$ cat config.mk
export PLATFORM = sky130hd
export DESIGN_NAME = melody_sequencer_flat
export DESIGN_NICKNAME = d
export VERILOG_FILES = /design/src/rtl/melody_sequencer_pkg.sv /design/src/rtl/melody_sequencer_if.sv /design/src/rtl/melody_sequencer_rom.sv /design/src/rtl/melody_sequencer.sv /design/src/flat_wrapper.sv
export SDC_FILE = /design/constraint.sdc
export NUM_CORES = 1
export LEC_CHECK = 0
export CAP_MARGIN = 15
export CORE_MARGIN = 5
export CORE_UTILIZATION = 40
export DETAILED_ROUTE_END_ITERATION = 12
export GPL_TIMING_DRIVEN = 0
export PLACE_DENSITY = 0.67
export SYNTH_ARGS = -nofsm -noshare
export SYNTH_HDL_FRONTEND = slang
export SYNTH_SLANG_ARGS = --single-unit
$ cat constraint.sdc
create_clock -name clk -period 3.1 [get_ports clk]
set_input_delay 0.93 -clock clk [delete_from_list [all_inputs] [get_ports clk]]
set_output_delay 0.93 -clock clk [all_outputs]
set_load 0.05 [all_outputs]
$ cat src/rtl/melody_sequencer_pkg.sv
// Shared definitions for the melody sequencer and the tone generator.
//   - ROM entry layout (rest/octave/note/dur) and field widths
//   - sequencer state encoding
//   - dur code -> beat tick count (1,2,4,8)
package melody_sequencer_pkg;
  localparam int NOTE_W = 4;
  localparam int OCT_W  = 3;
  localparam int DUR_W  = 2;
  localparam int ADDR_W = 4;
  localparam int ROM_W  = 10;

  localparam int REST_BIT = 9;
  localparam int OCT_LSB  = 6;
  localparam int NOTE_LSB = 2;
  localparam int DUR_LSB  = 0;

  // Note codes at or above this value play as silence.
  localparam logic [NOTE_W-1:0] NOTE_REST_MIN = 4'd12;

  // Field order matches bit positions REST_BIT..DUR_LSB.
  typedef struct packed {
    logic              rest;
    logic [OCT_W-1:0]  octave;
    logic [NOTE_W-1:0] note;
    logic [DUR_W-1:0]  dur;
  } rom_entry_t;

  typedef enum logic [1:0] {S_IDLE, S_FETCH, S_PLAY, S_GAP} state_t;

  function automatic logic [3:0] dur_ticks(input logic [DUR_W-1:0] d);
    case (d)
      2'd0:    dur_ticks = 4'd1;
      2'd1:    dur_ticks = 4'd2;
      2'd2:    dur_ticks = 4'd4;
      default: dur_ticks = 4'd8;
    endcase
  endfunction
endpackage

$ cat src/rtl/melody_sequencer_if.sv
// Control/tone bundle between top-level control (master) and the
// sequencer (slave). Outputs of the sequencer feed the tone generator.
interface melody_sequencer_if;
  import melody_sequencer_pkg::*;
  logic              start;
  logic              stop;
  logic              loop_en;
  logic [NOTE_W-1:0] note;
  logic [OCT_W-1:0]  octave;
  logic              tone_en;
  logic              note_start;
  logic              busy;
  logic              done;
  logic [ADDR_W-1:0] index;

  modport master (output start, stop, loop_en,
                  input  note, octave, tone_en, note_start, busy, done, index);
  modport slave  (input  start, stop, loop_en,
                  output note, octave, tone_en, note_start, busy, done, index);
endinterface

$ cat src/rtl/melody_sequencer_rom.sv
// melody_rom: combinational melody table.
//   addr : entry index
//   data : {rest, octave, note, dur}; unused addresses are a dur-0 rest
module melody_rom
  import melody_sequencer_pkg::*;
(
  input  logic [ADDR_W-1:0] addr,
  output rom_entry_t        data
);
  always_comb begin
    data = '{rest: 1'b1, octave: '0, note: '0, dur: 2'd0};
    case (addr)
      4'd0: data = '{rest: 1'b0, octave: 3'd2, note: 4'd0,  dur: 2'd1};
      4'd1: data = '{rest: 1'b0, octave: 3'd2, note: 4'd4,  dur: 2'd0};
      4'd2: data = '{rest: 1'b0, octave: 3'd2, note: 4'd7,  dur: 2'd0};
      4'd3: data = '{rest: 1'b1, octave: 3'd0, note: 4'd0,  dur: 2'd0};
      4'd4: data = '{rest: 1'b0, octave: 3'd2, note: 4'd11, dur: 2'd2};
      4'd5: data = '{rest: 1'b0, octave: 3'd3, note: 4'd0,  dur: 2'd0};
      4'd6: data = '{rest: 1'b0, octave: 3'd1, note: 4'd9,  dur: 2'd3};
      4'd7: data = '{rest: 1'b0, octave: 3'd0, note: 4'd12, dur: 2'd0};
      default: ;
    endcase
  end
endmodule

$ cat src/rtl/melody_sequencer.sv
// melody_sequencer: steps the tone generator through the melody ROM.
//   clk, rst : clock, async active-high reset
//   bus      : start/stop/loop_en in; note/octave/tone_en/note_start/
//              busy/done/index out
// Each entry: FETCH (1) + PLAY (ticks*TICK_DIV) + GAP (GAP_CYCLES).
module melody_sequencer
  import melody_sequencer_pkg::*;
#(
  parameter int TICK_DIV   = 4,
  parameter int GAP_CYCLES = 2,
  parameter int SONG_LEN   = 8
) (
  input  logic               clk,
  input  logic               rst,
  melody_sequencer_if.slave  bus
);
  localparam int PRE_W = $clog2(TICK_DIV);
  localparam int GAP_W = $clog2(GAP_CYCLES) + 1;

  state_t           state, nxt;
  rom_entry_t       rom_q;
  logic [PRE_W-1:0] pre;
  logic [2:0]       tcnt;
  logic [GAP_W-1:0] gcnt;
  logic [DUR_W-1:0] dur_q;
  logic             pre_wrap, play_end, gap_end, last_entry;

  melody_rom u_rom (.addr(bus.index), .data(rom_q));

  assign pre_wrap   = (pre == PRE_W'(TICK_DIV - 1));
  assign play_end   = pre_wrap && ({1'b0, tcnt} == dur_ticks(dur_q) - 4'd1);
  assign gap_end    = (gcnt == GAP_W'(GAP_CYCLES - 1));
  assign last_entry = (bus.index == ADDR_W'(SONG_LEN - 1));
  assign bus.busy   = (state != S_IDLE);

  always_ff @(posedge clk or posedge rst)
    if (rst) state <= S_IDLE;
    else     state <= nxt;

  always_comb begin
    nxt = state;
    case (state)
      S_IDLE:  if (bus.start && !bus.stop) nxt = S_FETCH;
      S_FETCH: nxt = S_PLAY;
      S_PLAY:  if (play_end) nxt = S_GAP;
      S_GAP:   if (gap_end) nxt = (!last_entry || bus.loop_en) ? S_FETCH : S_IDLE;
      default: nxt = S_IDLE;
    endcase
    // stop overrides every transition out of a busy state
    if (bus.stop && state != S_IDLE) nxt = S_IDLE;
  end

  always_ff @(posedge clk or posedge rst) begin
    if (rst) begin
      bus.note       <= '0;
      bus.octave     <= '0;
      bus.tone_en    <= 1'b0;
      bus.note_start <= 1'b0;
      bus.done       <= 1'b0;
      bus.index      <= '0;
      dur_q          <= '0;
      pre            <= '0;
      tcnt           <= '0;
      gcnt           <= '0;
    end else begin
      bus.note_start <= 1'b0;
      bus.done       <= 1'b0;
      if (bus.stop && state != S_IDLE) begin
        bus.tone_en <= 1'b0;
        bus.index   <= '0;
        pre         <= '0;
        tcnt        <= '0;
        gcnt        <= '0;
      end else begin
        case (state)
          S_IDLE: if (bus.start && !bus.stop) bus.index <= '0;
          S_FETCH: begin
            bus.note       <= rom_q.note;
            bus.octave     <= rom_q.octave;
            dur_q          <= rom_q.dur;
            bus.tone_en    <= !rom_q.rest && (rom_q.note < NOTE_REST_MIN);
            bus.note_start <= 1'b1;
            pre            <= '0;
            tcnt           <= '0;
          end
          S_PLAY: begin
            if (play_end) begin
              bus.tone_en <= 1'b0;
              gcnt        <= '0;
            end else if (pre_wrap) begin
              pre  <= '0;
              tcnt <= tcnt + 3'd1;
            end else begin
              pre <= pre + PRE_W'(1);
            end
          end
          S_GAP: begin
            if (gap_end) begin
              if (!last_entry)      bus.index <= bus.index + 4'd1;
              else if (bus.loop_en) bus.index <= '0;
              else                  bus.done  <= 1'b1;
            end else begin
              gcnt <= gcnt + GAP_W'(1);
            end
          end
          default: ;
        endcase
      end
    end
  end
endmodule

$ cat src/flat_wrapper.sv
// flat-port wrapper written by rule: the top's interface ports become plain ports
module melody_sequencer_flat import melody_sequencer_pkg::*;
#(
  parameter int TICK_DIV   = 4,
  parameter int GAP_CYCLES = 2,
  parameter int SONG_LEN   = 8
)
  (clk, rst, bus_start, bus_stop, bus_loop_en, bus_note, bus_octave, bus_tone_en, bus_note_start, bus_busy, bus_done, bus_index);
  melody_sequencer_if bus_i ();
  input  logic clk;
  input  logic rst;
  input wire logic [$bits(bus_i.start)-1:0] bus_start;
  input wire logic [$bits(bus_i.stop)-1:0] bus_stop;
  input wire logic [$bits(bus_i.loop_en)-1:0] bus_loop_en;
  output wire logic [$bits(bus_i.note)-1:0] bus_note;
  output wire logic [$bits(bus_i.octave)-1:0] bus_octave;
  output wire logic [$bits(bus_i.tone_en)-1:0] bus_tone_en;
  output wire logic [$bits(bus_i.note_start)-1:0] bus_note_start;
  output wire logic [$bits(bus_i.busy)-1:0] bus_busy;
  output wire logic [$bits(bus_i.done)-1:0] bus_done;
  output wire logic [$bits(bus_i.index)-1:0] bus_index;
  assign bus_i.start = bus_start;
  assign bus_i.stop = bus_stop;
  assign bus_i.loop_en = bus_loop_en;
  assign bus_note = bus_i.note;
  assign bus_octave = bus_i.octave;
  assign bus_tone_en = bus_i.tone_en;
  assign bus_note_start = bus_i.note_start;
  assign bus_busy = bus_i.busy;
  assign bus_done = bus_i.done;
  assign bus_index = bus_i.index;
  melody_sequencer #(.TICK_DIV(TICK_DIV), .GAP_CYCLES(GAP_CYCLES), .SONG_LEN(SONG_LEN)) u_core (.clk(clk), .rst(rst), .bus(bus_i));
endmodule
==> results of run 1 <==
## worst paths after layout
path / startpoint / to / slack, ns
max in group asynchronous: rst / u_core.tcnt[1]$_DFFE_PP0P_ / 1.35
min in group asynchronous: rst / u_core.bus.note[2]$_DFFE_PP0P_ / 1.17
min: u_core.bus.octave[1]$_DFFE_PP0P_ / u_core.bus.octave[1]$_DFFE_PP0P_ / 0.49
max reg2reg: u_core.pre[0]$_DFFE_PP0P_ / u_core.tcnt[2]$_DFFE_PP0P_ / 0.98
max: u_core.state[1]$_DFFE_PP0P_ / bus_busy / 0.22
min reg2reg: u_core.bus.octave[1]$_DFFE_PP0P_ / u_core.bus.octave[1]$_DFFE_PP0P_ / 0.49
## registers in the layout, indices dropped and copies added, names as in the netlist
register and flops:
u_core.bus.note 4, u_core.dur_q 2, u_core.state 2, u_core.bus.tone_en 1, u_core.tcnt 3, u_core.bus.done 1, u_core.pre 2, u_core.bus.octave 2
u_core.bus.note_start 1, u_core.bus.index 4, u_core.gcnt 2
## kinds of logic (layout without fill, tap and decap cells)
family	Yosys count	after routing	share of synthesized area (%)
and+or+nand+nor	67	67	23.1
AOI/OAI and AO/OA	40	40	18.0
DFF	24	24	39.6
buffers and inverters	22	44	5.77
adders and majority gates	12	12	9.89
muxes	5	5	3.46
other	1	1	0.247
## final cells by class
cell class | count | area, um2
clock buffer | 3 | 41.3
buffer | 9 | 38.8
timing repair buffer | 18 | 180
clock inverter | 1 | 30.0
sequential | 24 | 601
fill | 336 | 1830
multi-input combinational | 125 | 830
inverter | 13 | 48.8
tap | 48 | 60.1
## worst reg2reg max path: stages, from the launching register on
cell and delay, ns:
dfrtp_1 0.42, ha_1 0.30, and2_4 0.20, a32oi_2 0.32, nand3_2 0.18, or4_1 0.50
a21oi_1 0.13
## per-stage QoR
step	cells	power [mW]	worst slack [ns]
finish	241	1.61	0.220
global route	241	1.72	0.130
CTS	241	1.61	0.234
detailed placement	237	1.32	0.432
global placement	237	1.30	0.453
floorplan	171	1.09	1.17
## per-layer routing
metal  track usage (%)  up-vias
met5                 0        -
met4              6.68        0
met3              2.24        9
met2              23.7       34
met1              18.9      635
li1                  -      655
## cell usage in the layout, fill, tap and decap left out, drive strengths merged, types with 3 or more instances in the layout
cell	instances
mux2i	3
ha	12
a31oi	3
clkbuf	10
dfrtp	24
nor3	5
clkdlybuf4s50	18
nor2	9
o21ai	13
inv	13
nand2	25
nand3	8
a21oi	5
o31ai	8
nor2b	3
## power breakdown
part	total [mW]	internal [mW]	switching, mW	leakage [nW]
Clock	0.284	0.173	0.111	0.0357
Combinational	0.871	0.295	0.576	0.426
Sequential	0.455	0.387	0.0679	0.323
Total	1.61	0.856	0.755	0.785
==> key figures, run 1 <==
Setup path
  • R2R cell count: 6
  • Crit path depth: 4
  • Most used cell, CP: inv_1
  • Crit path DAT: between 1.5 and 2 ns
  • Largest stage delay on the critical path: between 0.8 and 0.9 ns
  • Critical-path top delay cell: clkdlybuf4s50_1
  • CP delay by family, top: buffers and inverters
  • Bufs and invs on worst path: 3
  • Crit path capture type: output port
  • Startpoint Class: register
  • Worst path required time: 2.17 ns
  • CP Max Fanout: 5
  • CP cell instances: inv_1, ha_1, inv_1, clkdlybuf4s50_1
  • WS Path Type: register to output port

Synth
  • Mapped Area: between 0.0015 and 0.002 mm2
  • Ranking of synthesized cells by area: dfrtp_1 40%, ha_1 9.9%, nand2_1 6.2%, o21ai_0 4.0%, o31ai_1 4.0%
  • Net Count, Synth: 188
  • Asr flop ratio synth: 100%
  • Seq/Total Area, Yosys: 39.6%
  • Largest area contributor in the netlist: dfrtp_1
  • YS warnings: 0
  • Synth cell types: 43
  • Primary FF master, synth: dfrtp_1
  • Top-area cell type share of the netlist area: ~40%
  • Post-synthesis cell count: around 170
  • Most frequent cell after synthesis: nand2_1
  • Top cells by count, synth: 25 x nand2_1, 24 x dfrtp_1, 13 x inv_1
  • Synth Area per Inst: between 8 and 9 um2
  • FF+latch count, synth: 24
  • Number of synthesized flops with an enable pin: 0

Global route
  • Vias in the first global route: ~1300
  • Total GRT Usage: between 10 and 15%
  • First-pass GRT wire length: slightly above 6000 um
  • Largest net degree at the start of global routing: 25
  • Initial antenna violation count: 0
  • Total grt overflow: 0

Routing
  • Met2 wire length: ~1700 um
  • Initial drt markers: 51
  • M1 WL: between 1500 and 2000 um
  • Pre-antenna DRT Iters: 4
  • Drt total wl: between 3000 and 4000 um
  • Wire per inst: 14.6 um
  • Vias per Instance: about 5.5
  • Uppermost layer routed: met4
  • Total number of vias: between 1000 and 1500
  • Met3 WL: 114 um
  • Post-route ant nets: 0
  • DRC: 0

Run
  • Max-Cap Viols: 0

Power and ir drop
  • Pleak: around 0.78 nW
  • Worst vdd rail ir drop: between 0.0004 and 0.0005 V
  • Power Density: 880 mW/mm2

Clock network
  • Inserted Clock Buffers: 3
  • Root buffer cell: clkbuf_8
  • Reg clk slew, reported paths: ~0.09 ns
  • Postcts setup bufs: 0
  • Post-cts repair resize count: 0
  • Clock Path Buffers: 2
  • # clock sinks: 24
  • Number of hold buffers added after CTS: 0
  • Skew-Pair Late Insertion Delay: 0.27 ns
  • CTS tree: done
  • # H-tree levels: 1

Finish
  • Final net count: about 210
  • Area delta synth->final: 20.5%
  • Final Util: ~50%
  • Share of cells above drive strength 1: ~6.7%
  • Ant diodes: 0
  • Design Area, Final: approximately 0.0018 mm2

Floorplanning
  • Top Ports: 20
  • Site Rows: 22
  • Die footprint: 0.00513 mm2
  • Core Region: around 0.0037 mm2
  • Die H: approximately 72 um
  • Die X: just over 70 um
  • Initial Utilization: between 40% and 50%

Timing
  • Tightest Pin Transition: 0.957 ns
  • Final Max Tran Viols: 0
  • Final worst path period need: around 2.9 ns
  • Hold Violations, Final: 0
  • Setup Total Neg Slack: 0 ns
  • Rel. slew slack: about 36%
  • Setup violators final: 0
  • Unrepaired setup endpoints after global routing: no
  • Worst Skew: around 0.0041 ns
  • Hold Worst Slack: ~0.49 ns
  • Fmax: roughly 350 MHz
  • Share of the clock period used by the worst path: 92.9%

Place
  • IO Port Bufs: 18
  • DPL Wire Length: approximately 2600 um
  • GP Congestion: around 0.86
  • Cell Area, Placed: 0.00176 mm2

Outcome
  • Status: completed

Worst hold path
  • HP Class: register to register
  • WHS Path Cells: 2
Note: power is estimated with default switching activity, not from simulation.
==> run 2, diff against run 1 <==
SYNTH_HIERARCHICAL = 1   (was unset)
==> key figures, run 2 <==
Outcome
  • Status: completed (unchanged)

Routing
  • Initial drt markers: 62 (was 51)
  • Vias per Instance: 5.46 (was 5.53)
  • Pre-antenna DRT Iters: 7 (was 4)
  • Total number of vias: 1233 (was 1333)
  • Drt total wl: 3130 um (was 3510 um)
  • Wire per inst: 13.8 um (was 14.6 um)
  • Post-route ant nets: 0 (unchanged)
  • DRC: 0 (unchanged)

Power and ir drop
  • Switching pwr: 608 uW (was 755 uW)
  • Clock power frac: 14.4% (was 17.6%)
  • Net Sw Frac: 44.2% (was 46.9%)
  • Power Density: 745 mW/mm2 (was 880 mW/mm2)
  • Gate power share: 53.5% (was 54.1%)
  • Internal Power: 766 uW (was 856 uW)
  • Seq pwr share: 32.1% (was 28.3%)
  • Worst vdd rail ir drop: 0.000376 V (was 0.000425 V)
  • Pleak: 0.784 nW (was 0.785 nW)

Synth
  • Synth cell types: 48 (was 43)
  • Most frequent cell after synthesis: dfrtp_1 (was nand2_1)
  • Net Count, Synth: 168 (was 188)
  • Number of synthesized flops with an enable pin: 0 (unchanged)
  • YS warnings: 6 (was 0)
  • Mapped Area: 0.00155 mm2 (was 0.00152 mm2)
  • Largest area contributor in the netlist: dfrtp_1 (unchanged)
  • Asr flop ratio synth: 100% (unchanged)
  • Post-synthesis cell count: 155 (was 171)
  • Top-area cell type share of the netlist area: 40.5% (was 39.6%)
  • Synth Area per Inst: 9.98 um2 (was 8.88 um2)
  • Ranking of synthesized cells by area: dfrtp_1 40%, mux2_2 6.6%, ha_1 6.5%, inv_1 2.9%, nor2_1 2.9% (was dfrtp_1 40%, ha_1 9.9%, nand2_1 6.2%, o21ai_0 4.0%, o31ai_1 4.0%)
  • Primary FF master, synth: dfrtp_1 (unchanged)
  • Top cells by count, synth: 25 x dfrtp_1, 12 x inv_1, 12 x nor2_1 (was 25 x nand2_1, 24 x dfrtp_1, 13 x inv_1)
  • Seq/Total Area, Yosys: 40.5% (was 39.6%)
  • FF+latch count, synth: 25 (was 24)

Finish
  • Largest regs: u_core/bus.index x4, u_core/bus.note x4 (was u_core.bus.index x4, u_core.bus.note x4, u_core.tcnt x3)
  • Ant diodes: 0 (unchanged)
  • Commonest non-fill, non-tap cell in the layout: dfrtp_1 (was nand2_1)
  • Final net count: 192 (was 211)
  • Commonest non-fill, non-tap cells in the layout: 25 x dfrtp_1, 19 x clkdlybuf4s50_1, 12 x nor2_1, 12 x inv_1 (was 25 x nand2_1, 24 x dfrtp_1, 18 x clkdlybuf4s50_1)
  • Final Non-Filler Cells: 226 (was 241)
  • Share of cells above drive strength 1: 14.0% (was 6.74%)
  • Area delta synth->final: 19.3% (was 20.5%)

Setup path
  • CP cell instances: inv_1, ha_1, inv_1, clkdlybuf4s50_1 (unchanged)
  • CP Max Fanout: 7 (was 5)
  • Worst path required time: 2.17 ns (about the same)
  • Largest stage delay on the critical path: 0.81 ns (about the same)
  • Startpoint Class: register (unchanged)
  • Crit path capture type: output port (unchanged)
  • Crit path DAT: 2.04 ns (was 1.95 ns)
  • WS Path Type: register to output port (unchanged)
  • Most used cell, CP: inv_1 (unchanged)
  • Critical-path top delay cell: clkdlybuf4s50_1 (unchanged)

Floorplanning
  • Top Ports: 20 (unchanged)
  • Die footprint: 0.00521 mm2 (was 0.00513 mm2)
  • Initial Utilization: 41.6% (was 41.5%)
  • Site Rows: 22 (unchanged)
  • Core Region: 0.00372 mm2 (was 0.00366 mm2)
  • Die H: 72.2 um (was 71.6 um)
  • Die X: 72.2 um (was 71.6 um)

Worst hold path
  • HP Class: register to register (unchanged)

Timing
  • Rel. slew slack: 35.0% (was 36.1%)
  • Hold Violations, Final: 0 (unchanged)
  • Share of the clock period used by the worst path: 95.8% (was 92.9%)
  • Unrepaired setup endpoints after global routing: no (unchanged)
  • Setup Total Neg Slack: 0 ns (unchanged)
  • Worst Skew: 0.00725 ns (was 0.00414 ns)
  • Hold Worst Slack: 0.494 ns (was 0.489 ns)
  • Fmax: 337 MHz (was 347 MHz)
  • Final worst path period need: 2.97 ns (was 2.88 ns)
  • Tightest Pin Transition: 0.975 ns (was 0.957 ns)
  • Setup violators final: 0 (unchanged)
  • Final Max Tran Viols: 0 (unchanged)

Clock network
  • Reg clk slew, reported paths: 0.09 ns (about the same)
  • Skew-Pair Late Insertion Delay: 0.27 ns (about the same)
  • Root buffer cell: clkbuf_8 (unchanged)
  • Clock Path Buffers: 2 (unchanged)
  • Postcts setup bufs: 0 (unchanged)
  • Number of hold buffers added after CTS: 0 (unchanged)
  • Post-cts repair resize count: 0 (unchanged)
  • # clock sinks: 25 (was 24)
  • Inserted Clock Buffers: 3 (unchanged)
  • CTS tree: done (unchanged)
  • # H-tree levels: 1 (unchanged)

Global route
  • Total grt overflow: 0 (unchanged)
  • Vias in the first global route: 1222 (was 1349)
  • First-pass GRT wire length: 5420 um (was 6110 um)
  • Total GRT Usage: 12.7% (was 14.5%)
  • Initial antenna violation count: 0 (unchanged)
  • Largest net degree at the start of global routing: 26 (was 25)

Place
  • DPL Wire Length: 2360 um (was 2570 um)
  • Placed insts: 222 (was 237)
  • GP Congestion: 0.823 (was 0.856)
  • IO Port Bufs: 19 (was 18)

Run
  • Max-Cap Viols: 0 (unchanged)
==> run 2: metrics by stage <==
step / worst slack (ns) / power (mW) / utilization (%) / instance area (um2)
after CTS: 0.109 / 1.39 / 49.7 / 1850
after global routing: 0.0100 / 1.47 / 49.7 / 1850
final: 0.130 / 1.37 / 49.7 / 1850
after global placement: 0.408 / 1.16 / 48.4 / 1800
after floorplan: 1.11 / 0.993 / - / 1550
after detailed placement: 0.368 / 1.19 / 48.4 / 1800
==> run 2: routing by layer <==
layer	global-route usage, %	vias to the layer above	wire [um]
met2	22.4	22	1550
met4	4.59	0	57
li1	-	608	-
met1	15.4	595	1440
met5	0	-	0
met3	1.94	8	83
==> run 2: final timing paths <==
kind                                                startpoint                         endpoint  slack, ns  cells after the start
worst max-delay path               u_core/state[0]$_DFFE_PP0P_                         bus_busy       0.13                      4
worst min-delay path            u_core/bus.tone_en$_DFFE_PP0P_   u_core/bus.tone_en$_DFFE_PP0P_       0.49                      1
worst max register to register     u_core/state[0]$_DFFE_PP0P_      u_core/dur_q[0]$_DFFE_PP0P_       1.03                      6
worst min register to register  u_core/bus.tone_en$_DFFE_PP0P_   u_core/bus.tone_en$_DFFE_PP0P_       0.49                      1
max in group asynchronous                                  rst        u_core/pre[1]$_DFFE_PP0P_       1.33                      2
min in group asynchronous                                  rst  u_core/bus.note_start$_DFF_PP0_       1.18                      2
==> run 2: logic make-up (layout without fill, tap and decap cells) <==
kind of cell               after synthesis  in the layout  share of synthesized area (%)
AOI/OAI and AO/OA                       40             40                           20.1
xor gates and xnor gates                 2              2                           1.13
adders and majority gates                8              8                           6.47
buffers and inverters                   18             41                           5.42
DFF                                     25             25                           40.5
muxes                                   12             12                           8.82
other                                    1              1                          0.242
and+or+nand+nor                         49             49                           17.4
==> run 2: critical path, delay by kind of cell, from the launching register on <==
family | cells | cell delay (ns)
DFF | 1 | 0.47
buffers and inverters | 3 | 1.03
adders and majority gates | 1 | 0.27
==> run 2: power by group through the flow <==
stage | Clock (mW) | Sequential, mW | Combinational [mW]
global placement | 0 | 0.444 | 0.714
global route | 0.219 | 0.453 | 0.803
detailed placement | 0 | 0.448 | 0.738
finish | 0.198 | 0.441 | 0.736
CTS | 0.206 | 0.442 | 0.741
floorplan | 0 | 0.552 | 0.440
==> run 2: final cells by class <==
type,instances,area [um2]
clock buffers,3,41.3
flip-flops and latches,25,626
plain buffers,6,38.8
well taps,48,60.1
clock inverters,1,7.51
repair buffers,19,190
fillers,367,1870
inverters,12,45.0
multi-input cells,112,837
==> run 3, diff against run 2 <==
REMOVE_ABC_BUFFERS = 1   (was unset)
==> key figures, run 3 (synthesis results as in run 2) <==
Outcome
  • Status: completed (unchanged)

Timing
  • Worst Skew: 0.00212 ns (was 0.00725 ns)
  • Setup violators final: 0 (unchanged)
  • Share of the clock period used by the worst path: 95.6% (was 95.8%)
  • Unrepaired setup endpoints after global routing: no (unchanged)
  • Setup Total Neg Slack: 0 ns (unchanged)
  • Tightest Pin Transition: 0.980 ns (was 0.975 ns)
  • Rel. slew slack: 34.6% (was 35.0%)
  • Hold Violations, Final: 0 (unchanged)
  • Fmax: 337 MHz (about the same)
  • Final worst path period need: 2.96 ns (was 2.97 ns)
  • Final Max Tran Viols: 0 (unchanged)

Setup path
  • R2R Path Start: u_core/state[0]$_DFFE_PP0P_ (unchanged)
  • Crit path DAT: 2.03 ns (was 2.04 ns)
  • Worst path required time: 2.17 ns (about the same)
  • Most used cell, CP: inv_1 (unchanged)
  • Crit path capture type: output port (unchanged)
  • Reg-to-reg slack, setup: 0.95 ns (was 1.03 ns)
  • R2R cell count: 5 (was 6)
  • CP cell instances: inv_1, ha_1, inv_1, clkdlybuf4s50_1 (unchanged)
  • Largest stage delay on the critical path: 0.81 ns (about the same)
  • Bufs and invs on worst path: 3 (unchanged)
  • Reg-to-reg endpoint: u_core/bus.octave[1]$_DFFE_PP0P_ (was u_core/dur_q[0]$_DFFE_PP0P_)
  • CP delay by family, top: buffers and inverters (unchanged)
  • Startpoint Class: register (unchanged)
  • WS Path Type: register to output port (unchanged)
  • CP Max Fanout: 7 (unchanged)
  • Critical-path top delay cell: clkdlybuf4s50_1 (unchanged)

Global route
  • Total GRT Usage: 14.0% (was 12.7%)
  • Vias in the first global route: 1290 (was 1222)
  • Largest net degree at the start of global routing: 26 (unchanged)
  • Initial antenna violation count: 0 (unchanged)
  • First-pass GRT wire length: 5870 um (was 5420 um)
  • Total grt overflow: 0 (unchanged)

Finish
  • Area delta synth->final: 16.7% (was 19.3%)
  • Share of cells above drive strength 1: 12.2% (was 14.0%)
  • Largest regs: u_core/bus.index x4, u_core/bus.note x4 (unchanged)
  • Commonest non-fill, non-tap cell in the layout: dfrtp_1 (unchanged)
  • Final net count: 186 (was 192)
  • Ant diodes: 0 (unchanged)
  • Final Non-Filler Cells: 220 (was 226)
  • Design Area, Final: 0.00180 mm2 (was 0.00185 mm2)
  • Commonest non-fill, non-tap cells in the layout: 25 x dfrtp_1, 19 x clkdlybuf4s50_1, 12 x nor2_1, 12 x inv_1 (unchanged)

Run
  • Max-Cap Viols: 0 (unchanged)

Clock network
  • # H-tree levels: 1 (unchanged)
  • Reg clk slew, reported paths: 0.09 ns (about the same)
  • # clock sinks: 25 (unchanged)
  • Clock Path Buffers: 2 (unchanged)
  • Inserted Clock Buffers: 3 (unchanged)
  • Post-cts repair resize count: 0 (unchanged)
  • Number of hold buffers added after CTS: 0 (unchanged)
  • Postcts setup bufs: 0 (unchanged)
  • Root buffer cell: clkbuf_8 (unchanged)
  • Skew-Pair Late Insertion Delay: 0.27 ns (about the same)
  • CTS tree: done (unchanged)

Routing
  • Drt total wl: 3350 um (was 3130 um)
  • Vias per Instance: 5.55 (was 5.46)
  • Met3 WL: 104 um (was 83 um)
  • Post-route ant nets: 0 (unchanged)
  • Initial drt markers: 54 (was 62)
  • Total number of vias: 1220 (was 1233)
  • Pre-antenna DRT Iters: 4 (was 7)
  • Met2 wire length: 1600 um (was 1550 um)
  • DRC: 0 (unchanged)
  • M1 WL: 1580 um (was 1440 um)
  • Uppermost layer routed: met4 (unchanged)
  • Wire per inst: 15.2 um (was 13.8 um)

Floorplanning
  • Die X: 72.2 um (unchanged)
  • Top Ports: 20 (unchanged)
  • Initial Utilization: 41.6% (unchanged)
  • Site Rows: 22 (unchanged)
  • Die footprint: 0.00521 mm2 (unchanged)
  • Die H: 72.2 um (unchanged)
  • Core Region: 0.00372 mm2 (unchanged)

Place
  • DPL Wire Length: 2390 um (was 2360 um)
  • IO Port Bufs: 19 (unchanged)
  • Cell Area, Placed: 0.00176 mm2 (was 0.00180 mm2)
  • Placed insts: 216 (was 222)
  • GP Congestion: 0.879 (was 0.823)

Worst hold path
  • WHS Path Cells: 1 (unchanged)
  • Hold worst-path end: u_core/pre[1]$_DFFE_PP0P_ (was u_core/bus.tone_en$_DFFE_PP0P_)
  • HP Class: register to register (unchanged)
  • Hold Path Origin: u_core/pre[1]$_DFFE_PP0P_ (was u_core/bus.tone_en$_DFFE_PP0P_)

Power and ir drop
  • Pleak: 0.766 nW (was 0.784 nW)
  • Power Density: 757 mW/mm2 (was 745 mW/mm2)
  • Worst vdd rail ir drop: 0.000535 V (was 0.000376 V)
run 3: worst max-delay path by stage:
stage	startpoint	end	cells past startpoint
floorplan	u_core/bus.index[0]$_DFFE_PP0P_	u_core/bus.index[3]$_DFFE_PP0P_	6
global placement	bus_stop	u_core/bus.note[2]$_DFFE_PP0P_	4
detailed placement	bus_stop	u_core/bus.octave[1]$_DFFE_PP0P_	4
CTS	u_core/state[0]$_DFFE_PP0P_	bus_busy	4
global route	u_core/state[0]$_DFFE_PP0P_	bus_busy	4
finish	u_core/state[0]$_DFFE_PP0P_	bus_busy	4
run 3: worst register-to-register path, stage by stage (launching register included):
cell and delay, ns:
dfrtp_1 0.46, inv_1 0.10, ha_1 0.27, nand2b_1 0.37, nand2_1 0.45, mux2_2 0.39
run 3: final cells by class:
class / instances / area [um2]
clock buffer: 3 / 41.3
clock inverter: 1 / 5.00
fill: 367 / 1910
inverter: 12 / 45.0
multi-input combinational: 112 / 837
sequential: 25 / 626
tap: 48 / 60.1
timing repair buffer: 19 / 190
run 3: stage by stage:
stage | hold WS [ns] | worst slack, ns | total power [mW] | utilization, %
detailed placement | 0.489 | 0.279 | 1.18 | 47.3
global route | 0.535 | 0.0449 | 1.47 | 48.6
floorplan | 0.460 | 1.07 | 0.982 | -
global placement | 0.475 | 0.321 | 1.15 | 47.3
finish | 0.507 | 0.136 | 1.37 | 48.6
CTS | 0.513 | 0.116 | 1.38 | 48.6
run 3: metal layers:
layer | GRT usage (%) | vias up
met5 | 0 | -
met3 | 2.08 | 5
met2 | 24.0 | 28
li1 | - | 593
met1 | 17.5 | 594
met4 | 5.64 | 0
run 3: report_power, final:
group | internal, mW | switching [mW] | leakage (nW)
clock network | 0.0901 | 0.107 | 0.0255
logic | 0.280 | 0.437 | 0.411
registers | 0.389 | 0.0623 | 0.329
